==> src/rtl/hex_parser_if.sv <==
// hex_parser_if: byte-FIFO read side and parsed-value output side of hex_parser.
// master = parser, slave = FIFO/consumer side.
interface hex_parser_if #(
    parameter int unsigned WIDTH = 32
);
    localparam int unsigned MAX_DIGITS = WIDTH / 4;
    localparam int unsigned DIGIT_W    = $clog2(MAX_DIGITS + 1);

    logic               data_available;
    logic [7:0]         read_data;
    logic               read_strobe;
    logic               out_valid;
    logic               out_ready;
    logic [WIDTH-1:0]   out_value;
    logic [DIGIT_W-1:0] out_digits;
    logic               error;

    modport master (
        input  data_available, read_data, out_ready,
        output read_strobe, out_valid, out_value, out_digits, error
    );

    modport slave (
        output data_available, read_data, out_ready,
        input  read_strobe, out_valid, out_value, out_digits, error
    );
endinterface

==> src/rtl/hex_parser.sv <==
// hex_parser: turns delimiter-separated ASCII hex tokens from a byte FIFO into WIDTH-bit values.
// Define HEX_PARSER_PREFIX_EN to accept a leading "0x"/"0X" on a token.
module hex_parser #(
    parameter int unsigned WIDTH = 32
) (
    input  logic         clk,
    input  logic         reset_n,
    hex_parser_if.master bus
);
    localparam int unsigned MAX_DIGITS = WIDTH / 4;
    localparam int unsigned DIGIT_W    = $clog2(MAX_DIGITS + 1);

    typedef enum logic [1:0] {
        IDLE  = 2'd0,
        ACCUM = 2'd1,
        EMIT  = 2'd2,
        SKIP  = 2'd3
    } state_t;

    state_t             state_q, state_d;
    logic [WIDTH-1:0]   acc_q, acc_d;
    logic [DIGIT_W-1:0] count_q, count_d;
    logic               valid_q, valid_d;
    logic               error_q, error_d;

    logic [7:0] rd_byte;
    logic       consume;
    logic       is_dec, is_lower, is_upper, is_digit, is_delim;
    logic [3:0] nibble;

`ifdef HEX_PARSER_PREFIX_EN
    logic prefix_q, prefix_d;
    logic is_x;
`endif

    assign rd_byte = bus.read_data;

    // Pop whenever a byte is present, except while a value waits for the consumer.
    assign bus.read_strobe = reset_n & bus.data_available & (state_q != EMIT);
    assign consume         = bus.read_strobe;

    // Byte classification and hex digit decode.
    always_comb begin
        is_dec   = (rd_byte >= 8'h30) && (rd_byte <= 8'h39);
        is_lower = (rd_byte >= 8'h61) && (rd_byte <= 8'h66);
        is_upper = (rd_byte >= 8'h41) && (rd_byte <= 8'h46);
        is_digit = is_dec | is_lower | is_upper;
        is_delim = (rd_byte == 8'h20) || (rd_byte == 8'h0D) ||
                   (rd_byte == 8'h0A) || (rd_byte == 8'h2C);
        nibble   = 4'h0;
        if (is_dec) begin
            nibble = 4'(rd_byte - 8'h30);
        end else if (is_lower) begin
            nibble = 4'(rd_byte - 8'h57);
        end else if (is_upper) begin
            nibble = 4'(rd_byte - 8'h37);
        end
    end

`ifdef HEX_PARSER_PREFIX_EN
    assign is_x = (rd_byte == 8'h78) || (rd_byte == 8'h58);
`endif

    // Next-state and datapath update.
    always_comb begin
        state_d = state_q;
        acc_d   = acc_q;
        count_d = count_q;
        error_d = 1'b0;
`ifdef HEX_PARSER_PREFIX_EN
        prefix_d = prefix_q;
`endif
        unique case (state_q)
            IDLE: begin
                if (consume && !is_delim) begin
                    if (is_digit) begin
                        acc_d   = WIDTH'(nibble);
                        count_d = DIGIT_W'(1);
                        state_d = ACCUM;
                    end else begin
                        error_d = 1'b1;
                        state_d = SKIP;
                    end
                end
            end
            ACCUM: begin
                if (consume) begin
                    if (is_digit) begin
                        if (count_q < DIGIT_W'(MAX_DIGITS)) begin
                            acc_d   = {acc_q[WIDTH-5:0], nibble};
                            count_d = count_q + DIGIT_W'(1);
                        end else begin
                            error_d = 1'b1;
                            state_d = SKIP;
                        end
`ifdef HEX_PARSER_PREFIX_EN
                    end else if (is_x && (count_q == DIGIT_W'(1)) && (acc_q == '0)) begin
                        count_d  = '0;
                        prefix_d = 1'b1;
`endif
                    end else if (is_delim) begin
`ifdef HEX_PARSER_PREFIX_EN
                        // A bare "0x" with no digits is a malformed token.
                        if (count_q == '0) begin
                            error_d = 1'b1;
                            acc_d   = '0;
                            state_d = IDLE;
                        end else
`endif
                        state_d = EMIT;
                    end else begin
                        error_d = 1'b1;
                        state_d = SKIP;
                    end
                end
            end
            EMIT: begin
                if (bus.out_ready) begin
                    acc_d   = '0;
                    count_d = '0;
                    state_d = IDLE;
                end
            end
            SKIP: begin
                if (consume && is_delim) begin
                    acc_d   = '0;
                    count_d = '0;
                    state_d = IDLE;
                end
            end
            default: begin
                acc_d   = '0;
                count_d = '0;
                state_d = IDLE;
            end
        endcase
`ifdef HEX_PARSER_PREFIX_EN
        if (state_d != ACCUM) begin
            prefix_d = 1'b0;
        end
`endif
        valid_d = (state_d == EMIT);
    end

    always_ff @(posedge clk or negedge reset_n) begin
        if (!reset_n) begin
            state_q <= IDLE;
            acc_q   <= '0;
            count_q <= '0;
            valid_q <= 1'b0;
            error_q <= 1'b0;
        end else begin
            state_q <= state_d;
            acc_q   <= acc_d;
            count_q <= count_d;
            valid_q <= valid_d;
            error_q <= error_d;
        end
    end

`ifdef HEX_PARSER_PREFIX_EN
    always_ff @(posedge clk or negedge reset_n) begin
        if (!reset_n) begin
            prefix_q <= 1'b0;
        end else begin
            prefix_q <= prefix_d;
        end
    end
`endif

    assign bus.out_valid  = valid_q;
    assign bus.out_value  = acc_q;
    assign bus.out_digits = count_q;
    assign bus.error      = error_q;
endmodule
==> src/flat_wrapper.sv <==
// flat-port wrapper written by rule: the top's interface ports become plain ports
module hex_parser_flat 
#(
    parameter int unsigned WIDTH = 32
)
  (clk, reset_n, bus_data_available, bus_read_data, bus_out_ready, bus_read_strobe, bus_out_valid, bus_out_value, bus_out_digits, bus_error);
  hex_parser_if #(.WIDTH(WIDTH)) bus_i ();
  input  logic clk;
  input  logic reset_n;
  input wire logic [$bits(bus_i.data_available)-1:0] bus_data_available;
  input wire logic [$bits(bus_i.read_data)-1:0] bus_read_data;
  input wire logic [$bits(bus_i.out_ready)-1:0] bus_out_ready;
  output wire logic [$bits(bus_i.read_strobe)-1:0] bus_read_strobe;
  output wire logic [$bits(bus_i.out_valid)-1:0] bus_out_valid;
  output wire logic [$bits(bus_i.out_value)-1:0] bus_out_value;
  output wire logic [$bits(bus_i.out_digits)-1:0] bus_out_digits;
  output wire logic [$bits(bus_i.error)-1:0] bus_error;
  assign bus_i.data_available = bus_data_available;
  assign bus_i.read_data = bus_read_data;
  assign bus_i.out_ready = bus_out_ready;
  assign bus_read_strobe = bus_i.read_strobe;
  assign bus_out_valid = bus_i.out_valid;
  assign bus_out_value = bus_i.out_value;
  assign bus_out_digits = bus_i.out_digits;
  assign bus_error = bus_i.error;
  hex_parser #(.WIDTH(WIDTH)) u_core (.clk(clk), .reset_n(reset_n), .bus(bus_i));
endmodule
==> config.mk <==
export PLATFORM = sky130hd
export DESIGN_NAME = hex_parser_flat
export DESIGN_NICKNAME = d
export VERILOG_FILES = /design/src/rtl/hex_parser_if.sv /design/src/rtl/hex_parser.sv /design/src/flat_wrapper.sv
export SDC_FILE = /design/constraint.sdc
export NUM_CORES = 1
export LEC_CHECK = 0
export CAP_MARGIN = 20
export CORE_MARGIN = 3
export CORE_UTILIZATION = 57
export DETAILED_ROUTE_END_ITERATION = 10
export DONT_BUFFER_PORTS = 1
export PLACE_DENSITY = 0.8
export RECOVER_POWER = 25
export SYNTH_ARGS = -nofsm -noshare
export SYNTH_HDL_FRONTEND = slang
export SYNTH_SLANG_ARGS = --single-unit
==> constraint.sdc <==
create_clock -name clk -period 1.75 [get_ports clk]
set_clock_uncertainty 0.15 [all_clocks]
set_input_delay 0.35 -clock clk [delete_from_list [all_inputs] [get_ports clk]]
set_output_delay 0.35 -clock clk [all_outputs]
set_load 0.02 [all_outputs]
Word-level counts from Yosys, hierarchy flattened
Cells that the tools add are included.
W data, S select, Z words.
Operators by class
  add/subtract/negate cells: 4
  $lt $le $gt $ge: 7
  eq/ne operators: 16
  multiplexer cells: 35
  bitwise logic cells: 4
  reduce and logical (&&, ||, !) cells: 11
Operators with widths (number)
  $mux W32: 7
  $pmux W32 S4: 1
  $mux W4: 10
  $eq A8 B4 Y1 const B: 2
  $eq A8 B6 Y1 const B: 2
  $ge A8 B7 Y1 const B: 2
  $le A8 B7 Y1 const B: 2
  $pmux W4 S4: 1
  $mux W2: 7
  $ne A2 B1 Y1 const B: 6
  $ge A8 B6 Y1 const B: 1
  $le A8 B6 Y1 const B: 1
  $pmux W2 S4: 1
  $sub A4 B3 Y4 const B: 2
  $mux W1: 7
  $reduce_and A7 Y1: 1
  $eq A2 B2 Y1 const B: 3
  $logic_and A1 B1 Y1: 5
  $add A4 B1 Y4 const B: 1
  $lt A4 B4 Y1 const B: 1
  $ne A2 B2 Y1 const B: 2
  $sub A4 B1 Y4 const B: 1
  $logic_or A1 B1 Y1: 3
  $and A1 B1 Y1: 2
  other kinds (5): 6
Word-level totals
  flip-flop bits (word level): 40
  bits of input ports: 12
  output and inout port bits: 39
  logic and storage cells: 82

Depth between registers and ports, before layout
  word-level depth: 9
  gate-level depth with buffers: 9
  depth with buffers taken out: 8

Least setup slack after synthesis
OpenSTA, ideal clock, no wires.
  path kind: input port to flip-flop
  from: input port bus_read_data[1]
  to: register u_core.acc_q[10], in the netlist u_core.bus.out_value[10]
  library setup time: 135 ps
  arrival: 1904 ps
  required time: 1465 ps
  path slack: -438 ps
  cell stages on the path: 8
  path buffers: 1
  cell sequence: inv_1 ha_1 mux2_1 a22oi_1 o41ai_4 a22oi_4 buf_4 o31ai_1
Between the ends
  cells in the longest elaborated chain, start to end: 8
  elaborated cells on any way between the ends: 26
  those cells by class: order compare (6); eq/ne (8); bitwise (2); reduce/logical (10)
Ends and longest elaborated chain
  start: declaration: RTL line flat_wrapper.sv:11  | input wire logic [$bits(bus_i.read_data)-1:0] bus_read_data;
  branches (longest 7 deep; another with $ge A8 B6 Y1)
  $reduce_and A7 Y1 (no source line) *
  end signal: assignment: RTL line hex_parser.sv:148  | acc_q <= '0;
  end signal: assignment: RTL line hex_parser.sv:154  | acc_q <= acc_d;
  end: declaration: RTL line hex_parser.sv:21  | logic [WIDTH-1:0] acc_q, acc_d;
Every way passes the cells marked *.
A chain may end at the register's enable or synchronous reset.

Worst setup path after layout
  from: input port bus_read_data[1]
  to: register u_core.acc_q[12], in the netlist u_core.bus.out_value[12]
The elaborated chain is that of the path after synthesis.

==> flow_metrics.tcl <==
set metrics [dict create \
    reg2reg_to "u_core.bus.out_value[17]" \
    post_dp_cell_area_mm2 0.002426 \
    cp-end-kind "register" \
    place_inst 273 \
    cp_data_required_time_ps 1790 \
    cts_tree "built" \
    ctsHtreeMaxLevel 2 \
    fp.coreArea_mm2 0.003521 \
    cp.arrival_ps 1950 \
    rr_startpoint "u_core.state_q[0]" \
    finalSetupViolCount 37 \
    tns_ps -3358 \
    holdPathEnd "u_core.bus.out_valid" \
    cts.sinks 40 \
    grt_pass1_wl_um 9646 \
    fmax_mhz 523.7 \
    violations "negative setup slack" \
    fin_crit_sh_pct 109.1 \
    worstSetupStartpointType "input pin" \
    path_max_fanout 7 \
    die_h_um 68.19 \
    synth_top_area_cell "dfrtp_1" \
    dieArea_mm2 0.004650 \
    whs_path_depth 1 \
    firstDrtPassIters 4 \
    synthCells 221 \
    drv_slew 0 \
    row_count 21 \
    rrSetupSlack_ps -80 \
    hold_ws_ps 12.62 \
    finalWirelength_um 6553 \
    final_hold_viol_count 0 \
    rsz0062_at_grt "yes" \
    die_x_um 68.19 \
    r2r_cells 5 \
    nets 264 \
    synthTopCellsByArea "dfrtp_1, o31ai_1, nand2_1" \
    syn_area_per_cell_um2 9.976 \
    initial_utilization_pct 62.62 \
    holdCritStartpoint "bus_out_ready" \
    status "complete, but fails checks" \
    cts_made_buffers 5 \
    hold_path.class "in2reg" \
    n_antenna_cell 0 \
    ir_drop_v 0.0007725 \
    seq_area_frac_synth_pct 45.40 \
    crit_type "in2reg" \
    ys_async_sr_fraction_pct 100.0 \
    grt_max_degree 63 \
    clockBufferDepth 2 \
    synth_cell_types 43 \
    area_growth_pct 30.76 \
    via_count 1947 \
    max_slew_margin_pct 33.90 \
    wl_per_cell_um 22.37 \
    gr-total-overflow 0 \
    avgViaCountPerCell 6.645 \
    path_clk_slew_ps 80 \
    worst-slew-pin-transition_ps 991.5 \
    drtIter0Drc 223 \
    pre_cts_slack_ps -439.5 \
    drv_cap 0 \
    port_buffers 0 \
    ys_ff_latch 40 \
    antenna_found_initial 0 \
    synth_ff_type "dfrtp_1" \
    synth-edff-count 0 \
    dp_hpwl_um 3722 \
    cts_root_buffer "clkbuf_8" \
    drive_gt1_share_pct 35.63 \
    route.detailed.drc 0 \
    powerDensity_mw_per_mm2 1282 \
    synth_top_area_share_pct 45.40 \
    finalCriticalPeriod_ps 1910 \
    p_leak_nw 1.194 \
    yosys_warnings 0 \
    syn_area_mm2 0.002205 \
    place.gp.congestion 0.8298 \
    worst_slack_ps -159.6 \
    ant_nets 0 \
    gr-usage-all-layers_pct 28.55 \
    grt_pass1_vias 1900 \
    pin_count 51 \
    syn-num-nets 239 \
    clock_latency_ps 300 \
    stdcell_count 293 \
    finalInstanceArea_mm2 0.002883 \
]
-- worst max-delay path: stages --
cell	delay, ps
clkinvlp_4	100
ha_4	180
buf_6	120
o311ai_4	300
o21ai_4	120
a22oi_4	280
buf_8	190
buf_4	130
o21ai_1	60
o31ai_1	100
-- cells in the final DEF, fill, tap and decap left out, types with 2 or more instances in the layout --
master     count
ha_2           2
o41ai_1        4
o21ai_0        4
dfrtp_1       39
nor2_1         6
mux2i_1        4
o21a_1         2
buf_6          6
buf_4         20
nand2b_1       4
inv_1          8
clkbuf_8       7
o21ai_4        2
o41ai_2        4
xnor2_1        2
o31ai_2        7
o21ai_2       12
nand3_1        2
nand2_1       32
buf_12         5
o31ai_1       16
clkbuf_16      2
a21oi_1        6
o21ai_1       14
ha_1           3
nor2b_1        2
-- report_power, final --
| group | internal, mW | switching [mW] | leakage [nW] |
|---|---|---|---|
| logic | 0.614 | 0.852 | 0.584 |
| registers | 1.07 | 0.322 | 0.546 |
| clock network | 0.503 | 0.332 | 0.0645 |
-- through the flow --
| step | power, mW | utilization, % |
|---|---|---|
| 6_report | 3.695 | 81.88 |
| 5_1_grt | 3.870 | 81.88 |
| 4_1_cts | 3.495 | 77.65 |
| 3_5_place_dp | 2.498 | 68.91 |
| 3_3_place_gp | 2.433 | 68.91 |
| 2_1_floorplan | 2.118 | - |
-- worst max-delay path by stage --
stage	from	end	slack, ps	depth (start not counted)
after floorplan	bus_read_data[1]	u_core.bus.out_value[1]	-360	9
after global placement	bus_read_data[1]	u_core.bus.out_value[31]	-360	10
after detailed placement	bus_read_data[1]	u_core.bus.out_value[14]	-440	10
after CTS	bus_read_data[1]	u_core.bus.out_digits[2]	-120	10
after global routing	bus_read_data[1]	u_core.bus.out_value[12]	-220	10
final	bus_read_data[1]	u_core.bus.out_value[12]	-160	10
-- per-layer routing --
layer  share of wire (%)  wire [um]  vias up  track usage, %
li1                    -          -      859               -
met1                  37       2440      985           33.05
met2                  53       3446       80           48.26
met3                 6.9        453       23           8.703
met4                 3.2        212        0           12.90
met5                   0          0        -               0
-- kinds of logic (layout without fill, tap and decap cells) --
family / count (synthesis) / in the layout / share of synthesized area (%)
multiplexers: 6 / 6 / 2.781
buffers and inverters: 29 / 55 / 7.378
XOR/XNOR: 3 / 3 / 1.192
flip-flops: 40 / 40 / 45.40
adder cells (fa/ha/maj): 6 / 6 / 3.405
AND/OR/NAND/NOR: 54 / 54 / 12.20
AO/OA/AOI/OAI: 83 / 83 / 27.64
-- cell usage after synthesis (all sizes together), types with 2 or more instances --
| master | n |
|---|---|
| nand2 | 32 |
| o31ai | 23 |
| mux2i | 5 |
| a22oi | 2 |
| o21ai | 32 |
| nand2b | 4 |
| dfrtp | 40 |
| o41ai | 9 |
| nor2 | 7 |
| ha | 6 |
| inv | 10 |
| buf | 11 |
| a21oi | 6 |
| xnor2 | 2 |
| nor2b | 2 |
| clkbuf | 8 |
| o21a | 2 |
| nand3 | 2 |
| o22ai | 2 |
-- repair_timing --
action                                 4_1_cts  5_1_grt
gates cloned                                 2        2
setup endpoints to repair                   35       38
setup buffers                                5        6
pin swaps                                    3        5
gates resized for setup                     19       30
endpoints found under the hold margin       40        0
hold buffers                                 2        0
-- sequential cells by signal, summed over array words and instances (netlist names) --
name                   cells
u_core.state_q             2
u_core.bus.out_valid       1
u_core.bus.out_digits      4
u_core.bus.out_value      32
u_core.bus.error           1
-- layout make-up --
type	count	area (um2)
Clock buffer	7	96.34
Clock inverter	1	30.03
Fill cell	182	638.1
Inverter	10	41.29
Multi-Input combinational cell	152	1230
Sequential cell	40	1002
Tap cell	46	57.56
Timing Repair Buffer	37	425.4
No activity file was read; power rests on OpenSTA's default activity.
